--- config.mk ---
export PLATFORM = sky130hd
export DESIGN_NAME = counter_modn_updown
export DESIGN_NICKNAME = d
export VERILOG_FILES = /design/src/rtl/counter_pkg.sv /design/src/rtl/counter_step_calc.sv /design/src/rtl/counter_modn_updown.sv
export SDC_FILE = /design/constraint.sdc
export NUM_CORES = 1
export LEC_CHECK = 0
export BUFFER_PORTS_ARGS = -buffer_cell sky130_fd_sc_hd__clkbuf_2
export CORE_MARGIN = 2
export CORE_UTILIZATION = 35
export CTS_CLUSTER_SIZE = 8
export DETAILED_ROUTE_END_ITERATION = 8
export PLACE_DENSITY = 0.64
export SKIP_LAST_GASP = 1
export SLEW_MARGIN = 20
export SYNTH_ARGS = -nofsm -noshare
export SYNTH_HDL_FRONTEND = slang
export SYNTH_SLANG_ARGS = --single-unit
--- constraint.sdc ---
create_clock -name clock -period 3.5 [get_ports clock]
set_input_delay 0.175 -clock clock [delete_from_list [all_inputs] [get_ports clock]]
set_output_delay 0.175 -clock clock [all_outputs]
set_load 0.01 [all_outputs]
--- src/rtl/counter_pkg.sv ---
// Shared types and default widths for the modulo up/down counter.
// No logic; compile-time definitions only.
// No flow control; consumed by counter_step_calc and counter_modn_updown.
package counter_pkg;

    typedef enum logic {CNT_WRAP, CNT_SAT} cnt_mode_e;
    typedef enum logic {CNT_UP, CNT_DOWN} cnt_dir_e;

    localparam int CNT_N_DEF      = 8;
    localparam int CNT_STEP_W_DEF = 4;

endpackage

--- src/rtl/counter_step_calc.sv ---
// Next-count computation for one enabled step: bound guard, wrap/saturate, event flag.
// Latency: purely combinational.
// No flow control; the caller decides when the result is taken.
module counter_step_calc
    import counter_pkg::*;
#(
    parameter int N      = CNT_N_DEF,
    parameter int STEP_W = CNT_STEP_W_DEF
) (
    input  logic [N-1:0]      count,
    input  logic [N-1:0]      limit,
    input  logic [STEP_W-1:0] step,
    input  cnt_dir_e          dir,
    input  cnt_mode_e         mode,
    output logic [N-1:0]      next_count,
    output logic              evt
);

    // One extra bit so limit + 1 and count + step never overflow at limit = 2^N-1.
    logic [N:0] cnt_x;
    logic [N:0] lim_x;
    logic [N:0] lim1;
    logic [N:0] step_x;
    logic [N:0] sum;

    assign cnt_x  = {1'b0, count};
    assign lim_x  = {1'b0, limit};
    assign lim1   = lim_x + (N+1)'(1);
    assign step_x = (N+1)'(step);
    assign sum    = cnt_x + step_x;

    // Pick next value: out-of-range guard, zero step, then direction-specific bound handling.
    always_comb begin
        next_count = count;
        evt        = 1'b0;
        if (cnt_x > lim_x) begin
            // limit was lowered under us: snap to the new bound quietly
            next_count = limit;
        end else if (step_x == '0) begin
            next_count = count;
        end else if (dir == CNT_UP) begin
            if (sum <= lim_x) begin
                next_count = sum[N-1:0];
            end else begin
                evt = 1'b1;
                if (mode == CNT_SAT || step_x > lim1) begin
                    next_count = limit;
                end else begin
                    // sum < 2*(limit+1) here, so one subtraction lands in range
                    next_count = N'(sum - lim1);
                end
            end
        end else begin
            if (step_x <= cnt_x) begin
                next_count = N'(cnt_x - step_x);
            end else begin
                evt = 1'b1;
                if (mode == CNT_SAT || step_x > lim1) begin
                    next_count = '0;
                end else begin
                    next_count = N'(cnt_x + lim1 - step_x);
                end
            end
        end
    end

endmodule

--- src/rtl/counter_modn_updown.sv ---
// Modulo-limit up/down counter with load, programmable step, wrap/saturate and bound pulse.
// Latency: count/bound_evt registered, one cycle after the qualifying edge; flags combinational.
// No backpressure; optional match port (COUNTER_MATCH_EN) adds registered match_evt pulse.
module counter_modn_updown
    import counter_pkg::*;
#(
    parameter int N      = CNT_N_DEF,
    parameter int STEP_W = CNT_STEP_W_DEF
) (
    input  logic              clock,
    input  logic              reset,
    input  logic              enable,
    input  logic              load,
    input  logic              dec,
    input  logic              sat_mode,
    input  logic [N-1:0]      load_value,
    input  logic [N-1:0]      limit,
    input  logic [STEP_W-1:0] step,
`ifdef COUNTER_MATCH_EN
    input  logic [N-1:0]      match_value,
    output logic              match_evt,
`endif
    output logic [N-1:0]      count,
    output logic              at_limit,
    output logic              at_zero,
    output logic              bound_evt
);

    cnt_dir_e     dir;
    cnt_mode_e    mode;
    logic [N-1:0] step_next;
    logic         step_evt;
    logic [N-1:0] load_clamped;

    assign dir          = dec ? CNT_DOWN : CNT_UP;
    assign mode         = sat_mode ? CNT_SAT : CNT_WRAP;
    assign load_clamped = (load_value > limit) ? limit : load_value;

    counter_step_calc #(
        .N      (N),
        .STEP_W (STEP_W)
    ) u_step_calc (
        .count      (count),
        .limit      (limit),
        .step       (step),
        .dir        (dir),
        .mode       (mode),
        .next_count (step_next),
        .evt        (step_evt)
    );

    // Count register with reset > load > enable > hold priority.
    always_ff @(posedge clock) begin
        if (reset) begin
            count     <= '0;
            bound_evt <= 1'b0;
        end else if (load) begin
            count     <= load_clamped;
            bound_evt <= 1'b0;
        end else if (enable) begin
            count     <= step_next;
            bound_evt <= step_evt;
        end else begin
            bound_evt <= 1'b0;
        end
    end

`ifdef COUNTER_MATCH_EN
    // Match pulse only for updates caused by a load or an enabled step.
    always_ff @(posedge clock) begin
        if (reset) begin
            match_evt <= 1'b0;
        end else if (load) begin
            match_evt <= (load_clamped == match_value);
        end else if (enable) begin
            match_evt <= (step_next == match_value);
        end else begin
            match_evt <= 1'b0;
        end
    end
`endif

    assign at_limit = (count == limit);
    assign at_zero  = (count == '0);

endmodule

==> impl_results.md, run 1 <==
- Outcome: finished clean
- DR vias/cell: 5.78
- Switching pwr: 0.000706 W
- Grt total ovfl: 0
- R2R Setup Slk: 140 ps
- FF+latch area: 181 sq um
- Worst path required time: 3610 ps
- Ys flop type: dfxtp_1
- Synth Instances: 378
- I/O pin cnt: 37
- Crit-path max cell delay: 350 ps
- XOR/XNOR share of the synthesized area: 0.0887
- Proportion of layout cells with a drive suffix above 1: 0.219
- Hold Vio Cnt, Final: 0
- DP Worst Slack: -86.0 ps
- Most frequent cells in the layout: 54 x ha_1, 42 x inv_1, 36 x clkbuf_2, 27 x a21oi_1, 24 x buf_4
- Synth Register Bits: 9
- Largest net degree at the start of global routing: 19
- Port Buf Inserts: 36
- GR Util All Layers: 0.217
- Post-route setup slack: 145 ps
- Critical path type: register to register
- Critical Path AT: 3470 ps
- Sequential area share after synthesis: 0.0620
- DIE AREA: 9050 sq um
- CP Capture Type: register
- Internal: 0.000678 W
- Slew headroom: 0.522
- Final WL: 9.78 mm
- CORE AREA: 8130 sq um
- Crit-path slowest cell: dfxtp_2
- Final period util: 0.959
- Cell row count: 33
- Sink Count: 9
- Pleak: 1.64 nW
- Syn avg cell area: 7.69 sq um
- Simple-Gate Fraction of Synth Area: 0.200
- Area Growth Syn to Fin: 18.5%
- Die W: 95.1 um
- Mux share of post-synthesis cell area: 0.0172
- Hold WS: 228 ps
- Commonest non-fill, non-tap cell in the layout: ha_1
- Fin cells: 535
- Placed Instance Area: 3310 sq um
- Die H: 95.1 um
- Skew-Pair Late Insertion Delay: 230 ps
- First-pass GRT wire length: 15.1 mm
- Type of origin of the critical path: register
- Pins Over Slew Limit: 0
- Area of the multi-input gates: 2560 sq um
- Max_cap viols: 0
- Cts bufs inserted: 3
- Gate power share: 0.808
- CP max FO: 5
- Async S/R FF share, synth: 0
- Post-DP HPWL: 8.24 mm
- Final setup viols: 0
- Switching share of power: 0.510
- Vias in the first global route: 2913
- Routed Antenna Nets: 0
- Inst Count DP: 528
- CTS clock-pin slew for the worst setup and hold paths: 50 ps
- Area fraction in compound gates after synthesis: 0.267
- Clock share of power: 0.088
- VDD IR max: 0.130 mV
- FILL cells: 819
- Setup Skew: 0.763 ps
- Hold Path Depth: 2
- ANT cells: 0
- Yosys cell types: 65
- Synth Area in Adders: 0.285
- Synthesized area: 2910 sq um
- CTS tree: yes
- Initial DRT Pass Iterations: 5
- Yosys warns: 0
- Worst path cell trace: ha_1, nor2b_1, o21ai_1, a21oi_2, xnor2_1, ha_1, o21ai_0, nor2_1, o41ai_2, o21ai_1, and3_1, o21a_1, o311ai_2, a21oi_1
- Post-DR wirelength/cell: 18.3 um
- Via count: 3090
- Net Count, Synth: 466
- Final core occ: 0.423
- H-tree depth: 1
- DRC Markers: 0
- Initial antenna violation count: 0
- Starting DRT DRC Count: 197
- Reg2Reg Depth: 14
- Initial Utilization: 0.357
- HP Class: input port to register
- Design Area, Final: 3440 sq um
- Clk buf depth: 2
- RePlAce Congestion: 0.998
- Fmax: 0.298 GHz
- Min cycle time layout: 3360 ps
- P per Cell Area: 402 nW/um^2
- Worst Max-Slew Pin Slew: 715 ps
- Largest family of logic cells by synthesized area: adder cells
- Root buf cell: clkbuf_8
- Sequential power share: 0.103
- Nets@finish: 519
- Post-synth EDFFs: 0
## power by group through the flow
stage	combinational [W]	sequential (W)	clock, W
after floorplan	0.000737	0.000144	0
after global placement	0.00103	0.000143	0
after detailed placement	0.00105	0.000144	0
after CTS	0.00106	0.000141	0.000122
after global routing	0.00123	0.000144	0.000132
final	0.00112	0.000143	0.000122
## layer usage
layer	global-route usage	wire length, um	vias to the layer above
met5	0	0	-
met4	0.0700	398	0
met3	0.0206	432	27
met2	0.363	4540	104
met1	0.294	4410	1451
li1	-	-	1508
## cells by family (layout without fill, tap and decap cells)
logic type,Yosys count,count (layout)
xor+xnor,27,27
simple gates,104,104
buf+inv,56,108
mux,5,5
flops,9,9
compound gates,115,115
fa+ha+maj,62,62
## cells in the mapped netlist, drive strengths merged (2+ instances only)
master / number / area, sq um
nand3: 8 / 45.0
o21ai: 26 / 130
nor2: 25 / 104
or3: 2 / 17.5
and2: 2 / 12.5
buf: 7 / 47.5
a211o: 4 / 35.0
nand2: 16 / 62.6
or2: 4 / 25.0
xnor2: 17 / 156
inv: 44 / 165
o21a: 4 / 30.0
nor4: 5 / 52.6
o311a: 2 / 20.0
a31oi: 5 / 31.3
mux2i: 5 / 50.1
a311oi: 3 / 26.3
dfxtp: 9 / 180
nand2b: 3 / 18.8
nor3: 15 / 75.1
a21o: 5 / 37.5
o22a: 2 / 17.5
o211ai: 9 / 72.6
a211oi: 7 / 62.6
fa: 7 / 140
nor2b: 6 / 37.5
clkbuf: 5 / 18.8
or4: 2 / 15.0
nand4: 8 / 50.1
o2111ai: 3 / 26.3
a21oi: 30 / 150
o211a: 2 / 20.0
a221oi: 4 / 35.0
ha: 55 / 688
o22ai: 2 / 18.8
nand3b: 3 / 22.5
xor2: 9 / 78.8
## metrics by stage
step	power [W]	setup TNS (ps)
3_5_place_dp	0.00119	-248
4_1_cts	0.00132	0
3_3_place_gp	0.00118	0
2_1_floorplan	0.000882	0
6_report	0.00138	0
5_1_grt	0.00151	-163
## worst max-delay path, delay by kind of cell, from the launching register on
| kind | cells | cell delay (ps) |
|---|---|---|
| xor+xnor | 1 | 290 |
| simple gates | 3 | 370 |
| flops | 1 | 350 |
| fa+ha+maj | 2 | 620 |
| compound gates | 8 | 1610 |
## registers in the layout, summed over array words and instances (netlist names)
register / cells
count: 8
bound_evt: 1
## worst paths after layout
check                           to             startpoint
max          count[7]$_SDFFE_PP0P_  count[1]$_SDFFE_PP0P_
min          count[0]$_SDFFE_PP0P_                  reset
min reg2reg  count[0]$_SDFFE_PP0P_  count[0]$_SDFFE_PP0P_
max reg2reg  count[7]$_SDFFE_PP0P_  count[1]$_SDFFE_PP0P_
## cell type report
class	instances	area share
repair buffers	60	0.105
inverters	44	0.0480
clock buffers	4	0.0131
multi-input cells	313	0.743
flip-flops and latches	9	0.0527
well taps	105	0.0382
## what timing repair did
item / CTS / global route
setup buffers: 0 / 3
hold buffers: 0 / 0
setup endpoints to repair: 7 / 7
gates resized for setup: 3 / 15
pin swaps: 0 / 9
cloned: 0 / 0
(Power assumes the default switching activity.)
==> run 2, diff against run 1 <==
--- a/config.mk
+++ b/config.mk
@@ -7,10 +7,10 @@
 export LEC_CHECK = 0
 export BUFFER_PORTS_ARGS = -buffer_cell sky130_fd_sc_hd__clkbuf_2
 export CORE_MARGIN = 2
-export CORE_UTILIZATION = 35
+export CORE_UTILIZATION = 55
 export CTS_CLUSTER_SIZE = 8
 export DETAILED_ROUTE_END_ITERATION = 8
-export PLACE_DENSITY = 0.64
+export PLACE_DENSITY = 0.88
 export SKIP_LAST_GASP = 1
 export SLEW_MARGIN = 20
 export SYNTH_ARGS = -nofsm -noshare
==> impl_results.md, run 2 (synthesis gave the netlist of run 1 again) <==
- FF+latch area: 183 sq um (+0.69%)
- Routed Antenna Nets: 0 (unchanged)
- Final setup viols: 0 (unchanged)
- Top delay family on crit path: compound AO/OA/AOI/OAI gates
- Cell row count: 26 (-21%)
- Critical path type: register to register
- Die W: 76.7 um (-19%)
- Nets@finish: 517 (-0.39%)
- Initial DRT Pass Iterations: 6 (+1)
- Cts bufs inserted: 3 (unchanged)
- Worst path cell trace: ha_4, fa_2, nand2b_1, a21oi_2, nor2_4, xnor2_2, ha_1, a211oi_2, nor2_1, o41ai_2, o21ai_1, and3_1, o21a_1, o311ai_2, a21oi_1
- DR vias/cell: 6.47 (+12%)
- Vias in the first global route: 3028 (+3.9%)
- CP Capture Type: register
- Crit-path max cell delay: 390 ps (+40 ps)
- Critical Path AT: 3560 ps (+90 ps)
- CORE AREA: 5110 sq um (-37%)
- Final period util: 0.985 (+0.0265)
- Fin cells: 498 (-6.9%)
- Min cycle time layout: 3450 ps (+92.8 ps)
- Pleak: 1.64 nW (+0.12%)
- HP Class: input port to register
- DP Worst Slack: -54.9 ps (+31.0 ps)
- GR Util All Layers: 0.325 (+0.107)
- CP bufs+invs: 0 (unchanged)
- Largest net degree at the start of global routing: 19 (unchanged)
- Slew headroom: 0.531 (+0.00888)
- Initial antenna violation count: 0 (unchanged)
- Post-cts hold buffer count: 0 (unchanged)
- Type of origin of the critical path: register
- Area of the multi-input gates: 2580 sq um (+0.78%)
- Port Buf Inserts: 36 (unchanged)
- Fmax: 0.290 GHz (-2.7%)
- Max_cap viols: 0 (unchanged)
- Commonest non-fill, non-tap cell in the layout: ha_1
- FILL cells: 469 (-43%)
- Worst Max-Slew Pin Slew: 702 ps (-13.3 ps)
- Hold Vio Cnt, Final: 0 (unchanged)
- Die H: 76.7 um (-19%)
- Skew-Pair Late Insertion Delay: 240 ps (about the same)
- Outcome: finished clean
- VDD IR max: 0.231 mV (+78%)
- Top flop regs: count x8, bound_evt x1
- Setup Skew: 3.88 ps (+3.11 ps)
- Most frequent cells in the layout: 54 x ha_1, 42 x inv_1, 36 x clkbuf_2, 27 x a21oi_1
- DRC Markers: 0 (unchanged)
- H-tree depth: 1 (unchanged)
- Grt total ovfl: 0 (unchanged)
- Area Growth Syn to Fin: 17.2%
- Crit-path slowest cell: fa_2
- Worst path required time: 3620 ps (about the same)
- CP max FO: 3 (-2)
- DIE AREA: 5880 sq um (-35%)
- P per Cell Area: 408 nW/um^2 (+1.4%)
- CTS tree: yes
- Proportion of layout cells with a drive suffix above 1: 0.220 (+0.00102)
- TNS Setup: 0 ps (unchanged)
- Initial Utilization: 0.569 (+0.212)
- Post-DR wirelength/cell: 19.6 um (+7.3%)
- Placed Instance Area: 3260 sq um (-1.6%)
- Design Area, Final: 3400 sq um (-1.1%)
- RSZ-0062 raised after global routing: true
- Number of flip-flops in the largest register: 8 (unchanged)
- Biggest register: count
- RePlAce Congestion: 1.00 (+0.42%)
- R2R Setup Slk: 50 ps (-90 ps)
- Root buf cell: clkbuf_8
- Sink Count: 9 (unchanged)
- I/O pin cnt: 37 (unchanged)
- Clk buf depth: 2 (unchanged)
- First-pass GRT wire length: 15.2 mm (+0.14%)
- Pins Over Slew Limit: 0 (unchanged)
- Via count: 3222 (+4.3%)
- Inst Count DP: 492 (-6.8%)
- Starting DRT DRC Count: 371 (+88%)
- Final WL: 9.76 mm (-0.15%)
- Post-DP HPWL: 7.79 mm (-5.5%)
- CTS clock-pin slew for the worst setup and hold paths: 50 ps (about the same)
- ANT cells: 0 (unchanged)
- Post-route setup slack: 51.9 ps (-92.8 ps)
## run 2: area by class of cell
| cell class | instances | area share |
|---|---|---|
| timing repair buffer | 58 | 0.101 |
| sequential | 9 | 0.0537 |
| multi-input combinational | 313 | 0.757 |
| inverter | 44 | 0.0485 |
| clock buffer | 4 | 0.0132 |
| tap | 70 | 0.0257 |
## run 2: repair_timing
| action | 4_1_cts | 5_1_grt |
|---|---|---|
| setup buffers | 0 | 2 |
| endpoints found under the setup margin | 7 | 9 |
| pin swaps | 0 | 16 |
| resized for setup | 1 | 19 |
## run 2: routing by layer
| metal | wire [um] | track usage |
|---|---|---|
| met4 | 396 | 0.118 |
| met1 | 4130 | 0.434 |
| met5 | 0 | 0 |
| met3 | 845 | 0.0682 |
| met2 | 4390 | 0.514 |
## run 2: metrics by stage
| stage | utilization | power [W] | hold slack, ps |
|---|---|---|---|
| after floorplan | - | 0.000882 | 247 |
| after global placement | 0.638 | 0.00116 | 463 |
| final | 0.667 | 0.00139 | 232 |
| after detailed placement | 0.638 | 0.00118 | 467 |
| after global routing | 0.667 | 0.00150 | 234 |
| after CTS | 0.648 | 0.00131 | 223 |
## run 2: path summary, 6_finish.rpt
path              cells after the start                    end             startpoint
hold reg to reg                       3  count[0]$_SDFFE_PP0P_  count[0]$_SDFFE_PP0P_
setup / recovery                     15  count[7]$_SDFFE_PP0P_  count[0]$_SDFFE_PP0P_
setup reg to reg                     15  count[7]$_SDFFE_PP0P_  count[0]$_SDFFE_PP0P_
hold / removal                        2  count[5]$_SDFFE_PP0P_                  reset
## run 2: power breakdown
part | internal (W) | switching, W
Combinational | 0.000481 | 0.000643
Clock | 0.0000797 | 0.0000444
Sequential | 0.000118 | 0.0000211
## run 2: worst reg2reg max path, cell delays in order (launching register included)
cell      delay, ps
dfxtp_2         340
ha_4            170
fa_2            390
nand2b_1         90
a21oi_2          70
nor2_4          180
xnor2_2         110
ha_1            340
a211oi_2        230
nor2_1           80
o41ai_2         400
o21ai_1         180
and3_1          220
o21a_1          180
o311ai_2        270
a21oi_1         100
